==> src/rtl/fb_writer_pkg.sv <==
`default_nettype none
// ============================================================================
//  Module      : fb_writer_pkg
//  Description : Shared screen geometry, widths and FSM encoding for fb_writer.
//  Revision    : 1.0 - initial release
// ============================================================================
package fb_writer_pkg;

    localparam int H_RES     = 160;
    localparam int V_RES     = 120;
    localparam int FB_ADDR_W = 15;
    localparam int COLOR_W   = 12;
    localparam int FIFO_W    = FB_ADDR_W + COLOR_W;

    typedef enum logic [0:0] {
        IDLE = 1'b0,
        FILL = 1'b1
    } fb_state_e;

endpackage
`default_nettype wire

==> src/rtl/fb_fifo.sv <==
`default_nettype none
// ============================================================================
//  Module      : fb_fifo
//  Description : Small synchronous write FIFO with a registered head entry.
//  Revision    : 1.0 - initial release
// ============================================================================
module fb_fifo
    import fb_writer_pkg::*;
#(
    parameter int DEPTH = 4,
    parameter int WIDTH = FIFO_W
) (
    input  logic             clk,
    input  logic             rst,
    input  logic             i_push,
    input  logic [WIDTH-1:0] i_data,
    input  logic             i_pop,
    output logic [WIDTH-1:0] o_head,
    output logic             o_full,
    output logic             o_empty
);

    localparam int c_PTR_W = (DEPTH > 1) ? $clog2(DEPTH) : 1;
    localparam int c_CNT_W = c_PTR_W + 1;
    localparam logic [c_CNT_W-1:0] c_full_cnt = c_CNT_W'(DEPTH);
    localparam logic [c_CNT_W-1:0] c_cnt_one  = c_CNT_W'(1);
    localparam logic [c_PTR_W-1:0] c_ptr_one  = c_PTR_W'(1);

    logic [WIDTH-1:0]   r_mem_q [DEPTH];
    logic [c_PTR_W-1:0] r_wr_ptr_q, w_wr_ptr_d;
    logic [c_PTR_W-1:0] r_rd_ptr_q, w_rd_ptr_d, w_rd_ptr_inc;
    logic [c_CNT_W-1:0] r_count_q, w_count_d;
    logic [WIDTH-1:0]   r_head_q, w_head_d;
    logic               w_push, w_pop;

    assign o_full       = (r_count_q == c_full_cnt);
    assign o_empty      = (r_count_q == '0);
    assign o_head       = r_head_q;
    assign w_push       = i_push && !o_full;
    assign w_pop        = i_pop && !o_empty;
    assign w_rd_ptr_inc = r_rd_ptr_q + c_ptr_one;

    always_comb begin
        w_wr_ptr_d = w_push ? (r_wr_ptr_q + c_ptr_one) : r_wr_ptr_q;
        w_rd_ptr_d = w_pop ? w_rd_ptr_inc : r_rd_ptr_q;
        w_count_d  = r_count_q;
        if (w_push && !w_pop) begin
            w_count_d = r_count_q + c_cnt_one;
        end else if (!w_push && w_pop) begin
            w_count_d = r_count_q - c_cnt_one;
        end
        // The head register mirrors mem[rd_ptr]; a lone entry being replaced
        // by a simultaneous push must take the incoming data directly.
        w_head_d = r_head_q;
        if (w_pop) begin
            if (r_count_q > c_cnt_one) begin
                w_head_d = r_mem_q[w_rd_ptr_inc];
            end else if (w_push) begin
                w_head_d = i_data;
            end
        end else if (o_empty && w_push) begin
            w_head_d = i_data;
        end
    end

    always_ff @(posedge clk) begin
        if (rst) begin
            r_wr_ptr_q <= '0;
            r_rd_ptr_q <= '0;
            r_count_q  <= '0;
            r_head_q   <= '0;
        end else begin
            r_wr_ptr_q <= w_wr_ptr_d;
            r_rd_ptr_q <= w_rd_ptr_d;
            r_count_q  <= w_count_d;
            r_head_q   <= w_head_d;
        end
    end

    always_ff @(posedge clk) begin
        if (w_push) begin
            r_mem_q[r_wr_ptr_q] <= i_data;
        end
    end

endmodule
`default_nettype wire

==> src/rtl/fb_writer.sv <==
`default_nettype none
// ============================================================================
//  Module      : fb_writer
//  Description : Queues pixel and full-screen fill writes into a framebuffer.
//  Revision    : 1.0 - initial release
// ============================================================================
module fb_writer #(
    parameter int H_RES = fb_writer_pkg::H_RES,
    parameter int V_RES = fb_writer_pkg::V_RES,
    parameter int DEPTH = 4
) (
    input  logic        clk,
    input  logic        rst_n,
    input  logic        px_valid,
    output logic        px_ready,
    input  logic [7:0]  CounterX,
    input  logic [7:0]  CounterY,
    input  logic [11:0] color,
    input  logic        fill_start,
    input  logic [11:0] fill_color,
    output logic        fill_done,
    output logic        fb_we,
    output logic [14:0] fb_addr,
    output logic [11:0] fb_data,
    input  logic        fb_ack,
    output logic [15:0] drop_count,
    output logic        busy
);
    import fb_writer_pkg::*;

    localparam logic [FB_ADDR_W-1:0] c_h_res     = FB_ADDR_W'(H_RES);
    localparam logic [FB_ADDR_W-1:0] c_last_addr = FB_ADDR_W'(H_RES * V_RES - 1);
    localparam logic [8:0]           c_h_lim     = 9'(H_RES);
    localparam logic [8:0]           c_v_lim     = 9'(V_RES);
    localparam logic [15:0]          c_drop_max  = 16'hFFFF;

    fb_state_e              r_state_q, w_state_d;
    logic [FB_ADDR_W-1:0]   r_fill_addr_q, w_fill_addr_d;
    logic [COLOR_W-1:0]     r_fill_color_q, w_fill_color_d;
    logic [15:0]            r_drop_q, w_drop_d;
    logic                   w_push, w_pop, w_full, w_empty, w_in_range;
    logic                   w_px_ready, w_fill_done;
    logic [FIFO_W-1:0]      w_push_data, w_head;
    logic [FB_ADDR_W-1:0]   w_x_ext, w_y_ext, w_row_base, w_px_addr;

    assign w_x_ext    = FB_ADDR_W'(CounterX);
    assign w_y_ext    = FB_ADDR_W'(CounterY);
    assign w_in_range = ({1'b0, CounterX} < c_h_lim) && ({1'b0, CounterY} < c_v_lim);

    generate
        if (H_RES == 160) begin : g_addr_shift
            assign w_row_base = (w_y_ext << 7) + (w_y_ext << 5);
        end else begin : g_addr_mul
            assign w_row_base = w_y_ext * c_h_res;
        end
    endgenerate

    assign w_px_addr = w_row_base + w_x_ext;

    always_comb begin
        w_state_d      = r_state_q;
        w_fill_addr_d  = r_fill_addr_q;
        w_fill_color_d = r_fill_color_q;
        w_drop_d       = r_drop_q;
        w_push         = 1'b0;
        w_push_data    = '0;
        w_px_ready     = 1'b0;
        w_fill_done    = 1'b0;
        case (r_state_q)
            IDLE: begin
                w_px_ready = !rst_n && !w_full;
                if (px_valid && w_px_ready) begin
                    if (w_in_range) begin
                        w_push      = 1'b1;
                        w_push_data = {w_px_addr, color};
                    end else if (r_drop_q != c_drop_max) begin
                        w_drop_d = r_drop_q + 16'd1;
                    end
                end
                if (fill_start) begin
                    w_state_d      = FILL;
                    w_fill_addr_d  = '0;
                    w_fill_color_d = fill_color;
                end
            end
            FILL: begin
                if (!w_full) begin
                    w_push      = 1'b1;
                    w_push_data = {r_fill_addr_q, r_fill_color_q};
                    if (r_fill_addr_q == c_last_addr) begin
                        w_fill_done = !rst_n;
                        w_state_d   = IDLE;
                    end else begin
                        w_fill_addr_d = r_fill_addr_q + 15'd1;
                    end
                end
            end
            default: w_state_d = IDLE;
        endcase
    end

    always_ff @(posedge clk) begin
        if (rst_n) begin
            r_state_q      <= IDLE;
            r_fill_addr_q  <= '0;
            r_fill_color_q <= '0;
            r_drop_q       <= '0;
        end else begin
            r_state_q      <= w_state_d;
            r_fill_addr_q  <= w_fill_addr_d;
            r_fill_color_q <= w_fill_color_d;
            r_drop_q       <= w_drop_d;
        end
    end

    fb_fifo #(
        .DEPTH (DEPTH),
        .WIDTH (FIFO_W)
    ) u_fifo (
        .clk     (clk),
        .rst     (rst_n),
        .i_push  (w_push),
        .i_data  (w_push_data),
        .i_pop   (w_pop),
        .o_head  (w_head),
        .o_full  (w_full),
        .o_empty (w_empty)
    );

    assign w_pop      = fb_we && fb_ack;
    assign fb_we      = !w_empty && !rst_n;
    assign fb_addr    = w_head[FIFO_W-1:COLOR_W];
    assign fb_data    = w_head[COLOR_W-1:0];
    assign px_ready   = w_px_ready;
    assign fill_done  = w_fill_done;
    assign drop_count = r_drop_q;
    assign busy       = (r_state_q == FILL) || !w_empty;

endmodule
`default_nettype wire

==> config.mk <==
export PLATFORM = sky130hd
export DESIGN_NAME = fb_writer
export DESIGN_NICKNAME = d
export VERILOG_FILES = /design/src/rtl/fb_writer_pkg.sv /design/src/rtl/fb_fifo.sv /design/src/rtl/fb_writer.sv
export SDC_FILE = /design/constraint.sdc
export NUM_CORES = 1
export LEC_CHECK = 0
export CAP_MARGIN = 5
export CORE_MARGIN = 2
export CORE_UTILIZATION = 30
export DETAILED_ROUTE_END_ITERATION = 10
export PLACE_DENSITY = 0.55
export SLEW_MARGIN = 20
export SYNTH_ARGS = -nofsm -noshare
export SYNTH_HDL_FRONTEND = slang
export SYNTH_SLANG_ARGS = --single-unit
==> constraint.sdc <==
create_clock -name clk -period 7.45 [get_ports clk]
set_input_delay 1.8625 -clock clk [delete_from_list [all_inputs] [get_ports clk]]
set_output_delay 1.8625 -clock clk [all_outputs]
set_load 0.005 [all_outputs]
==> results of run 1 <==
final timing paths:
kind                        from                 to  slack (ns)  depth (start not counted)
min            r_fill_color_q[9]  r_fill_color_q[9]        0.46                          2
max                        rst_n           px_ready        2.53                          3
min reg2reg    r_fill_color_q[9]  r_fill_color_q[9]        0.46                          2
max reg2reg  u_fifo.r_count_q[0]     drop_count[14]        4.54                          7
final cells by class:
cell class / count / area [sq um] / share of cell area [%]
sequential: 186 / 4807 / 46.35
multi-input combinational: 434 / 3426 / 33.03
timing repair buffer: 99 / 965.9 / 9.314
tap: 378 / 473.0 / 4.560
clock buffer: 18 / 429.2 / 4.138
clock inverter: 14 / 176.4 / 1.701
inverter: 25 / 93.84 / 0.9048
power breakdown:
group          internal, mW  switching, mW  total [mW]
logic                 0.263          0.313       0.575
clock network         0.511          0.417       0.928
registers              1.20         0.0736        1.27
sequential cells by signal (all words and copies together), names as in the netlist:
name,flops
u_fifo.o_head,27
drop_count,16
r_state_q,1
r_fill_addr_q,15
u_fifo.r_count_q,3
r_fill_color_q,12
u_fifo.r_rd_ptr_q,2
u_fifo.r_mem_q,108
u_fifo.r_wr_ptr_q,2
layer usage:
| layer | GRT usage (%) | vias up | part of all wire (%) |
|---|---|---|---|
| met5 | 0 | - | 0 |
| met4 | 3.581 | 0 | 1.2 |
| met3 | 3.227 | 14 | 4.5 |
| met2 | 22.99 | 124 | 47 |
| met1 | 19.75 | 2804 | 47 |
| li1 | - | 2758 | - |
kinds of logic after synthesis:
logic type      Yosys count
simple gates            192
flops                   186
compound gates          141
buf+inv                  65
mux                      56
fa+ha+maj                28
xor+xnor                 17
synth_stat cells, types with 6 or more instances:
| library cell | n |
|---|---|
| or4_1 | 6 |
| o31ai_1 | 7 |
| a32o_1 | 20 |
| o21ai_1 | 11 |
| inv_1 | 25 |
| or3_1 | 7 |
| nor2_1 | 40 |
| xnor2_1 | 8 |
| and2_1 | 8 |
| dfxtp_1 | 78 |
| mux4_2 | 27 |
| nand4_1 | 10 |
| edfxtp_1 | 108 |
| nand2_1 | 75 |
| a21oi_1 | 31 |
| buf_2 | 12 |
| o21ai_0 | 24 |
| xor2_1 | 9 |
| clkbuf_1 | 19 |
| nand3_1 | 14 |
| mux2i_1 | 26 |
| ha_1 | 26 |
cells in the final DEF, fill, tap and decap left out, types with 4 or more instances in the layout:
cell type        Yosys  final
a31o_2               5      5
dfxtp_1             78     76
ha_1                26     26
o21ai_1             11     11
nand4_1             10     10
mux2i_1             26     26
o31ai_1              7      7
nand2_1             75     75
inv_1               25     25
a32o_1              20     20
and2_1               8      4
o21a_1               5      5
edfxtp_1           108    108
xor2_1               9      9
o41ai_1              4      4
mux4_2              27     27
a21oi_1             31     31
o2111ai_1            5      5
or4_1                6      6
nor2b_1              5      5
and2_2               0      4
xnor2_1              8      8
o21ai_0             24     24
buf_4                0      8
nor3_1               4      4
clkbuf_16            0     17
or3_1                7      7
nand2b_1             5      5
nand3_1             14     14
clkdlybuf4s50_1      0     90
nor2_1              40     39
inv_8                0      5
worst min-delay path: cells and delay by family, from the launching register on:
kind | cells | cell delay (ns)
flops | 1 | 0.31
simple gates | 1 | 0.05
compound gates | 1 | 0.05
stage by stage:
step	util, %	power, mW
global placement	35.06	1.873
finish	37.23	2.774
CTS	37.23	2.811
detailed placement	35.06	1.881
floorplan	-	1.640
global route	37.23	2.911
==> results.py, run 1 <==
metrics = {
    "synth": {
        "synth_seq_cells": 186,
        "synth_compound_area_share_pct": 12.11,
        "synth.avg_cell_area_sq_um": 12.43,
        "synth_top_area_share_pct": 38.10,
        "synthSimpleGateAreaFrac_pct": 11.27,
        "synth_adder_area_share_pct": 4.292,
        "seq_area_frac_synth_pct": 56.45,
        "ys.flop_type": "edfxtp_1",
        "yosys_warnings": 0,
        "synth.net_count": 758,
        "muxShareOfSynthArea_pct": 10.64,
        "async_flop_share_pct": 0,
        "ys_top_cells_by_area": "edfxtp_1 (38%), dfxtp_1 (18%), mux4_2 (7.1%)",
        "syn_inst": 685,
        "synth-xor-area-share_pct": 1.749,
        "yosys.area.top_type": "edfxtp_1",
        "ys_types": 66,
        "synth_area_sq_mm": 0.008512,
        "synth_edf_count": 108,
        "synth_top_family_by_area": "compound AO/OA/AOI/OAI gates",
    },
    "setup_path": {
        "critPathBufInv": 2,
        "cp_top_family": "buffers and inverters",
        "crit_chain": "buf_2 -> a211oi_4 -> clkdlybuf4s50_1",
        "cp-end-kind": "primary output",
        "required_ns": 5.59,
        "path_class": "in -> out",
        "startpoint_type": "input port",
        "path_max_fanout": 23,
        "worstPathArrival_ns": 3.05,
        "cpPeakStageDelay_ns": 0.56,
        "worst_path_max_delay_cell": "clkdlybuf4s50_1",
    },
    "timing": {
        "worst_pin_slew_ns": 0.9761,
        "fin_skew_ns": 0.01121,
        "tns_ns": 0,
        "rsz0062_at_grt": "no",
        "fmax_ghz": 0.2034,
        "holdWs_ns": 0.4581,
        "period_minus_slack_ns": 4.917,
        "setup_viol": 0,
        "setup_ws_ns": 2.533,
        "timing.final.crit_share_pct": 66.01,
        "hold_viol": 0,
        "drv_slew": 0,
        "relSlewSlack_pct": 34.57,
    },
    "floorplan": {
        "die-area_sq_mm": 0.02974,
        "start_util_pct": 30.55,
        "fp.dieH_microns": 172.4,
        "num_rows": 61,
        "core_area_sq_mm": 0.02786,
        "design.portCount": 92,
        "die_x_microns": 172.4,
    },
    "placement": {
        "place_ws_ns": 2.550,
        "gp_congestion": 0.7604,
        "placedCellCount": 1122,
        "port_buffers": 91,
        "placed_area_sq_mm": 0.009766,
        "dpl.hpwl_microns": 14000,
    },
    "outcome": {
        "status": "complete, no violations",
    },
    "clocking": {
        "worst_skew_pair.late_latency_ns": 0.43,
        "tritoncts": "yes",
        "ctsLongestPathBuffers": 2,
        "cts_setup_buffers": 0,
        "cts_resized": 0,
        "hold_buffers": 0,
        "clk_pin_slew_worst_paths_ns": 0.07,
        "clkSinkCount": 186,
        "cts-buffers-inserted": 17,
        "cts_max_level": 4,
        "cts_root_buf": "clkbuf_16",
    },
    "grt": {
        "grt_pass1_wl_microns": 31800,
        "grt_max_degree": 35,
        "grt_pass1_vias": 5561,
        "grt-ovfl-total": 0,
        "antenna_found_initial": 0,
        "grt_usage_pct": 14.37,
    },
    "routing": {
        "drt_iter0_drc": 402,
        "dr_total_vias": 5700,
        "dr.pass1.iters": 5,
        "drc": 0,
        "routedWlPerCell_microns": 17.83,
        "viasPerCell": 4.939,
        "routed_wl_microns": 20580,
        "ant_nets": 0,
    },
    "finish": {
        "fin_area_sq_mm": 0.01037,
        "syn_to_final_growth_pct": 21.84,
        "drive_gt1_share_pct": 12.37,
        "final_cells": 1154,
        "fillers": 2701,
        "diodes": 0,
        "finalNetCount": 836,
    },
    "power": {
        "ir_drop_mv": 0.1543,
        "powerDensity_mw_per_mm2": 267.4,
        "leakage_nw": 3.472,
    },
    "job": {
        "cap_violations": 0,
    },
    "min_path": {
        "hp-class": "reg -> reg",
    },
}
No activity file was read; power rests on OpenSTA's default activity.
==> inputs of run 2 (changes only) <==
--- a/config.mk
+++ b/config.mk
@@ -9,7 +9,7 @@
 export CORE_MARGIN = 2
 export CORE_UTILIZATION = 30
 export DETAILED_ROUTE_END_ITERATION = 10
-export PLACE_DENSITY = 0.55
+export PLACE_DENSITY = 0.56
 export SLEW_MARGIN = 20
 export SYNTH_ARGS = -nofsm -noshare
 export SYNTH_HDL_FRONTEND = slang
==> constraint.sdc (replaced) <==
create_clock -name clk -period 4.1 [get_ports clk]
set_input_delay 1.025 -clock clk [delete_from_list [all_inputs] [get_ports clk]]
set_output_delay 1.025 -clock clk [all_outputs]
set_load 0.005 [all_outputs]
==> results.py, run 2 (synthesis gave the netlist of run 1 again) <==
metrics = {
    "routing": {
        "routedWlPerCell_microns": 18.22,
        "viasPerCell": 4.948,
        "met3_length_microns": 1187,
        "dr.pass1.iters": 4,
        "routed_wl_microns": 21230,
        "dr.max_layer_used": "met4",
        "met1_length_microns": 9800,
        "drc": 0,
        "dr_wl_met2_microns": 9997,
        "drt_iter0_drc": 394,
        "ant_nets": 0,
        "dr_total_vias": 5765,
    },
    "floorplan": {
        "die_x_microns": 172.4,
        "core_area_sq_mm": 0.02786,
        "fp.dieH_microns": 172.4,
        "design.portCount": 92,
        "num_rows": 61,
        "die-area_sq_mm": 0.02974,
        "start_util_pct": 30.55,
    },
    "finish": {
        "final_common_cell": "edfxtp_1",
        "largest_reg_flops": 108,
        "final_cell_mix": "edfxtp_1 (108), clkdlybuf4s50_1 (90), dfxtp_1 (76)",
        "fin_area_sq_mm": 0.01040,
        "drive_gt1_share_pct": 12.96,
        "finalNetCount": 847,
        "register_area_sq_mm": 0.004807,
        "syn_to_final_growth_pct": 22.21,
        "diodes": 0,
        "regMostFlops": "u_fifo.r_mem_q",
        "multiInputGateArea_sq_mm": 0.003421,
        "fillers": 2711,
    },
    "clocking": {
        "worst_skew_pair.late_latency_ns": 0.43,
        "cts-buffers-inserted": 17,
        "cts_setup_buffers": 0,
        "hold_buffers": 0,
        "clk_pin_slew_worst_paths_ns": 0.07,
        "cts_root_buf": "clkbuf_16",
        "cts_resized": 0,
        "tritoncts": "yes",
        "cts_max_level": 4,
        "clkSinkCount": 186,
        "ctsLongestPathBuffers": 2,
    },
    "setup_path": {
        "path_max_fanout": 5,
        "worstPathArrival_ns": 2.47,
        "path_class": "reg -> out",
        "required_ns": 3.07,
        "startpoint_type": "flip-flop",
        "cp-end-kind": "primary output",
    },
    "grt": {
        "grt-ovfl-total": 0,
        "grt_pass1_wl_microns": 33420,
        "grt_pass1_vias": 5761,
        "grt_usage_pct": 14.99,
        "grt_max_degree": 34,
        "antenna_found_initial": 0,
    },
    "timing": {
        "worst_pin_slew_ns": 0.9040,
        "drv_slew": 0,
        "tns_ns": 0,
        "hold_viol": 0,
        "period_minus_slack_ns": 3.497,
        "rsz0062_at_grt": "no",
        "fmax_ghz": 0.2859,
        "timing.final.crit_share_pct": 85.30,
        "fin_skew_ns": 0.01547,
        "setup_viol": 0,
        "relSlewSlack_pct": 39.73,
    },
    "placement": {
        "dpl.hpwl_microns": 14150,
        "gp_congestion": 0.8277,
        "placed_area_sq_mm": 0.009843,
        "port_buffers": 91,
    },
    "power": {
        "pwr-share-seq_pct": 46.6,
        "ir_drop_mv": 0.2237,
        "p_int_mw": 3.475,
        "leakage_nw": 3.500,
        "p_comb_share_pct": 21.6,
        "powerDensity_mw_per_mm2": 476.2,
        "p_clk_share_pct": 31.8,
        "p_sw_mw": 1.479,
        "p_sw_share_pct": 29.86,
    },
    "job": {
        "cap_violations": 0,
    },
    "outcome": {
        "status": "complete, no violations",
    },
    "min_path": {
        "hp-class": "reg -> reg",
    },
}
## run 2: worst paths after layout
path	cells after the start	slack [ns]	endpoint	from
worst min-delay path	2	0.46	r_fill_color_q[11]	r_fill_color_q[11]
worst max-delay path	5	0.60	fill_done	r_fill_addr_q[11]
worst min register to register	2	0.46	r_fill_color_q[11]	r_fill_color_q[11]
worst max register to register	7	1.49	u_fifo.r_mem_q[1][16]	u_fifo.r_count_q[0]
## run 2: area by class of cell
type | instances | share of cell area, %
clock buffer | 19 | 4.162
clock inverter | 13 | 1.215
inverter | 25 | 0.9021
multi-input combinational | 434 | 32.88
sequential | 186 | 46.21
tap | 378 | 4.547
timing repair buffer | 110 | 10.08
## run 2: power by group through the flow
stage	Combinational [mW]	Sequential (mW)	Clock, mW
2_1_floorplan	0.700	2.28	0
3_3_place_gp	1.07	2.35	0
3_5_place_dp	1.08	2.35	0
4_1_cts	1.09	2.31	1.62
5_1_grt	1.18	2.33	1.69
6_report	1.07	2.31	1.57
## run 2: per-stage QoR
step	instances	util [%]	hold WS, ns	power (mW)	setup slack [ns]
6_report	1165	37.34	0.4567	4.954	0.6027
5_1_grt	1165	37.34	0.4798	5.209	0.4061
4_1_cts	1165	37.34	0.4595	5.017	0.6294
3_5_place_dp	1133	35.33	0.4472	3.439	0.2822
3_3_place_gp	1133	35.33	0.4410	3.426	0.3385
2_1_floorplan	685	-	0.4357	2.980	1.039
## run 2: routing by layer
layer | global-route usage [%] | vias up
met5 | 0 | -
met2 | 24.26 | 135
met4 | 3.654 | 0
met3 | 3.296 | 20
met1 | 20.46 | 2830
li1 | - | 2780
## run 2: worst max-delay path, stage by stage, from the launching register on
cell	delay [ns]
dfxtp_1	0.45
nor4b_1	0.48
and4_1	0.33
nand3_1	0.15
nor2_1	0.12
clkdlybuf4s50_1	0.51
==> inputs of run 3 (changes only) <==
--- a/config.mk
+++ b/config.mk
@@ -9,7 +9,7 @@
 export CORE_MARGIN = 2
 export CORE_UTILIZATION = 30
 export DETAILED_ROUTE_END_ITERATION = 10
-export PLACE_DENSITY = 0.56
+export PLACE_DENSITY = 0.55
 export SLEW_MARGIN = 20
 export SYNTH_ARGS = -nofsm -noshare
 export SYNTH_HDL_FRONTEND = slang
==> constraint.sdc (replaced) <==
create_clock -name clk -period 4.2 [get_ports clk]
set_input_delay 1.05 -clock clk [delete_from_list [all_inputs] [get_ports clk]]
set_output_delay 1.05 -clock clk [all_outputs]
set_load 0.005 [all_outputs]
==> results.py, run 3 (synthesis gave the netlist of run 1 again) <==
metrics = {
    "finish": {
        "largest_reg_flops": 108,
        "drive_gt1_share_pct": 13.18,
        "final_cell_mix": "edfxtp_1 (108), clkdlybuf4s50_1 (90), dfxtp_1 (76)",
        "regMostFlops": "u_fifo.r_mem_q",
        "syn_to_final_growth_pct": 23.02,
        "finalNetCount": 849,
        "final_core_util_pct": 37.59,
        "final_common_cell": "edfxtp_1",
        "diodes": 0,
    },
    "grt": {
        "grt_max_degree": 34,
        "antenna_found_initial": 0,
        "grt_pass1_wl_microns": 33360,
        "grt_usage_pct": 15.03,
        "grt-ovfl-total": 0,
        "grt_pass1_vias": 5685,
    },
    "floorplan": {
        "core_area_sq_mm": 0.02786,
        "die-area_sq_mm": 0.02974,
        "start_util_pct": 30.55,
        "die_x_microns": 172.4,
        "fp.dieH_microns": 172.4,
        "num_rows": 61,
        "design.portCount": 92,
    },
    "clocking": {
        "clk_pin_slew_worst_paths_ns": 0.07,
        "ctsLongestPathBuffers": 2,
        "hold_buffers": 0,
        "cts_resized": 0,
        "cts_setup_buffers": 0,
        "tritoncts": "yes",
        "cts_max_level": 4,
        "cts_root_buf": "clkbuf_16",
        "clkSinkCount": 186,
        "cts-buffers-inserted": 17,
        "worst_skew_pair.late_latency_ns": 0.44,
    },
    "timing": {
        "worst_pin_slew_ns": 0.8937,
        "fmax_ghz": 0.2856,
        "drv_slew": 0,
        "tns_ns": 0,
        "fin_skew_ns": 0.01170,
        "relSlewSlack_pct": 40.42,
        "setup_viol": 0,
        "period_minus_slack_ns": 3.501,
        "hold_viol": 0,
        "rsz0062_at_grt": "no",
        "timing.final.crit_share_pct": 83.36,
    },
    "routing": {
        "routed_wl_microns": 21440,
        "drc": 0,
        "viasPerCell": 4.999,
        "drt_iter0_drc": 364,
        "routedWlPerCell_microns": 18.37,
        "dr_total_vias": 5834,
        "dr.pass1.iters": 7,
        "ant_nets": 0,
    },
    "setup_path": {
        "path_class": "reg -> out",
        "cpPeakStageDelay_ns": 0.53,
        "crit_chain": "nor4b_1 -> and4_1 -> nand3_1 -> nor2_1 -> clkdlybuf4s50_1",
        "worstPathArrival_ns": 2.45,
        "startpoint_type": "flip-flop",
        "cp-end-kind": "primary output",
        "worst_path_max_delay_cell": "clkdlybuf4s50_1",
        "path_max_fanout": 5,
        "required_ns": 3.15,
    },
    "min_path": {
        "hp-class": "reg -> reg",
    },
    "power": {
        "ir_drop_mv": 0.2538,
        "leakage_nw": 3.532,
        "powerDensity_mw_per_mm2": 474.0,
    },
    "placement": {
        "gp_congestion": 0.7922,
        "port_buffers": 91,
        "dpl.hpwl_microns": 14740,
    },
    "outcome": {
        "status": "complete, no violations",
    },
    "job": {
        "cap_violations": 0,
    },
}
run 3: cell count changes in the layout (fill, tap and decap cells not counted), sizes merged:
cell,before,now
inv,34,32
buf,20,22
clkinv,2,1
clkbuf,19,20
bufinv,0,2
run 3: path summary, 6_finish.rpt:
check | startpoint | endpoint | slack, ns | cells after the start
worst max register to register | u_fifo.r_count_q[0] | r_fill_addr_q[11] | 1.59 | 7
worst min register to register | r_fill_color_q[8] | r_fill_color_q[8] | 0.46 | 2
worst max-delay path | r_fill_addr_q[11] | fill_done | 0.70 | 5
worst min-delay path | r_fill_color_q[8] | r_fill_color_q[8] | 0.46 | 2
run 3: metrics by stage:
| stage | total power, mW | instance area [sq um] | hold slack, ns | cells | worst slack (ns) |
|---|---|---|---|---|---|
| 3_5_place_dp | 3.364 | 9871 | 0.4458 | 1135 | 0.3461 |
| 3_3_place_gp | 3.347 | 9871 | 0.4442 | 1135 | 0.3983 |
| 6_report | 4.964 | 10470 | 0.4569 | 1167 | 0.6988 |
| 5_1_grt | 5.200 | 10470 | 0.4694 | 1167 | 0.4344 |
| 4_1_cts | 5.025 | 10470 | 0.4576 | 1167 | 0.6645 |
| 2_1_floorplan | 2.909 | 8512 | 0.4357 | 685 | 1.114 |
run 3: critical path, delay by kind of cell, from the launching register on:
kind	cells	cell delay, ns
buffers and inverters	1	0.53
flip-flops	1	0.43
AND/OR/NAND/NOR	4	1.06
run 3: where the power goes:
group / switching (mW) / internal, mW / total, mW
Combinational: 0.564 / 0.487 / 1.05
Clock: 0.737 / 0.916 / 1.65
Sequential: 0.138 / 2.12 / 2.26
Total: 1.44 / 3.52 / 4.96
run 3: cell type report:
cell class              instances  area [sq um]
multi-input cells             434          3421
flip-flops and latches        186          4807
repair buffers                112          1076
well taps                     378         473.0
fillers                      2705         17390
clock buffers                  20         446.7
inverters                      25         93.84
clock inverters                12         153.9
run 3: layer usage:
metal	share of wire, %	up-vias	wire [microns]	global-route usage, %
met5	0	-	0	0
met4	0.74	0	159	3.434
met3	4.5	14	966	3.021
met2	47	146	10010	23.77
met1	48	2898	10300	21.26
li1	-	2776	-	-
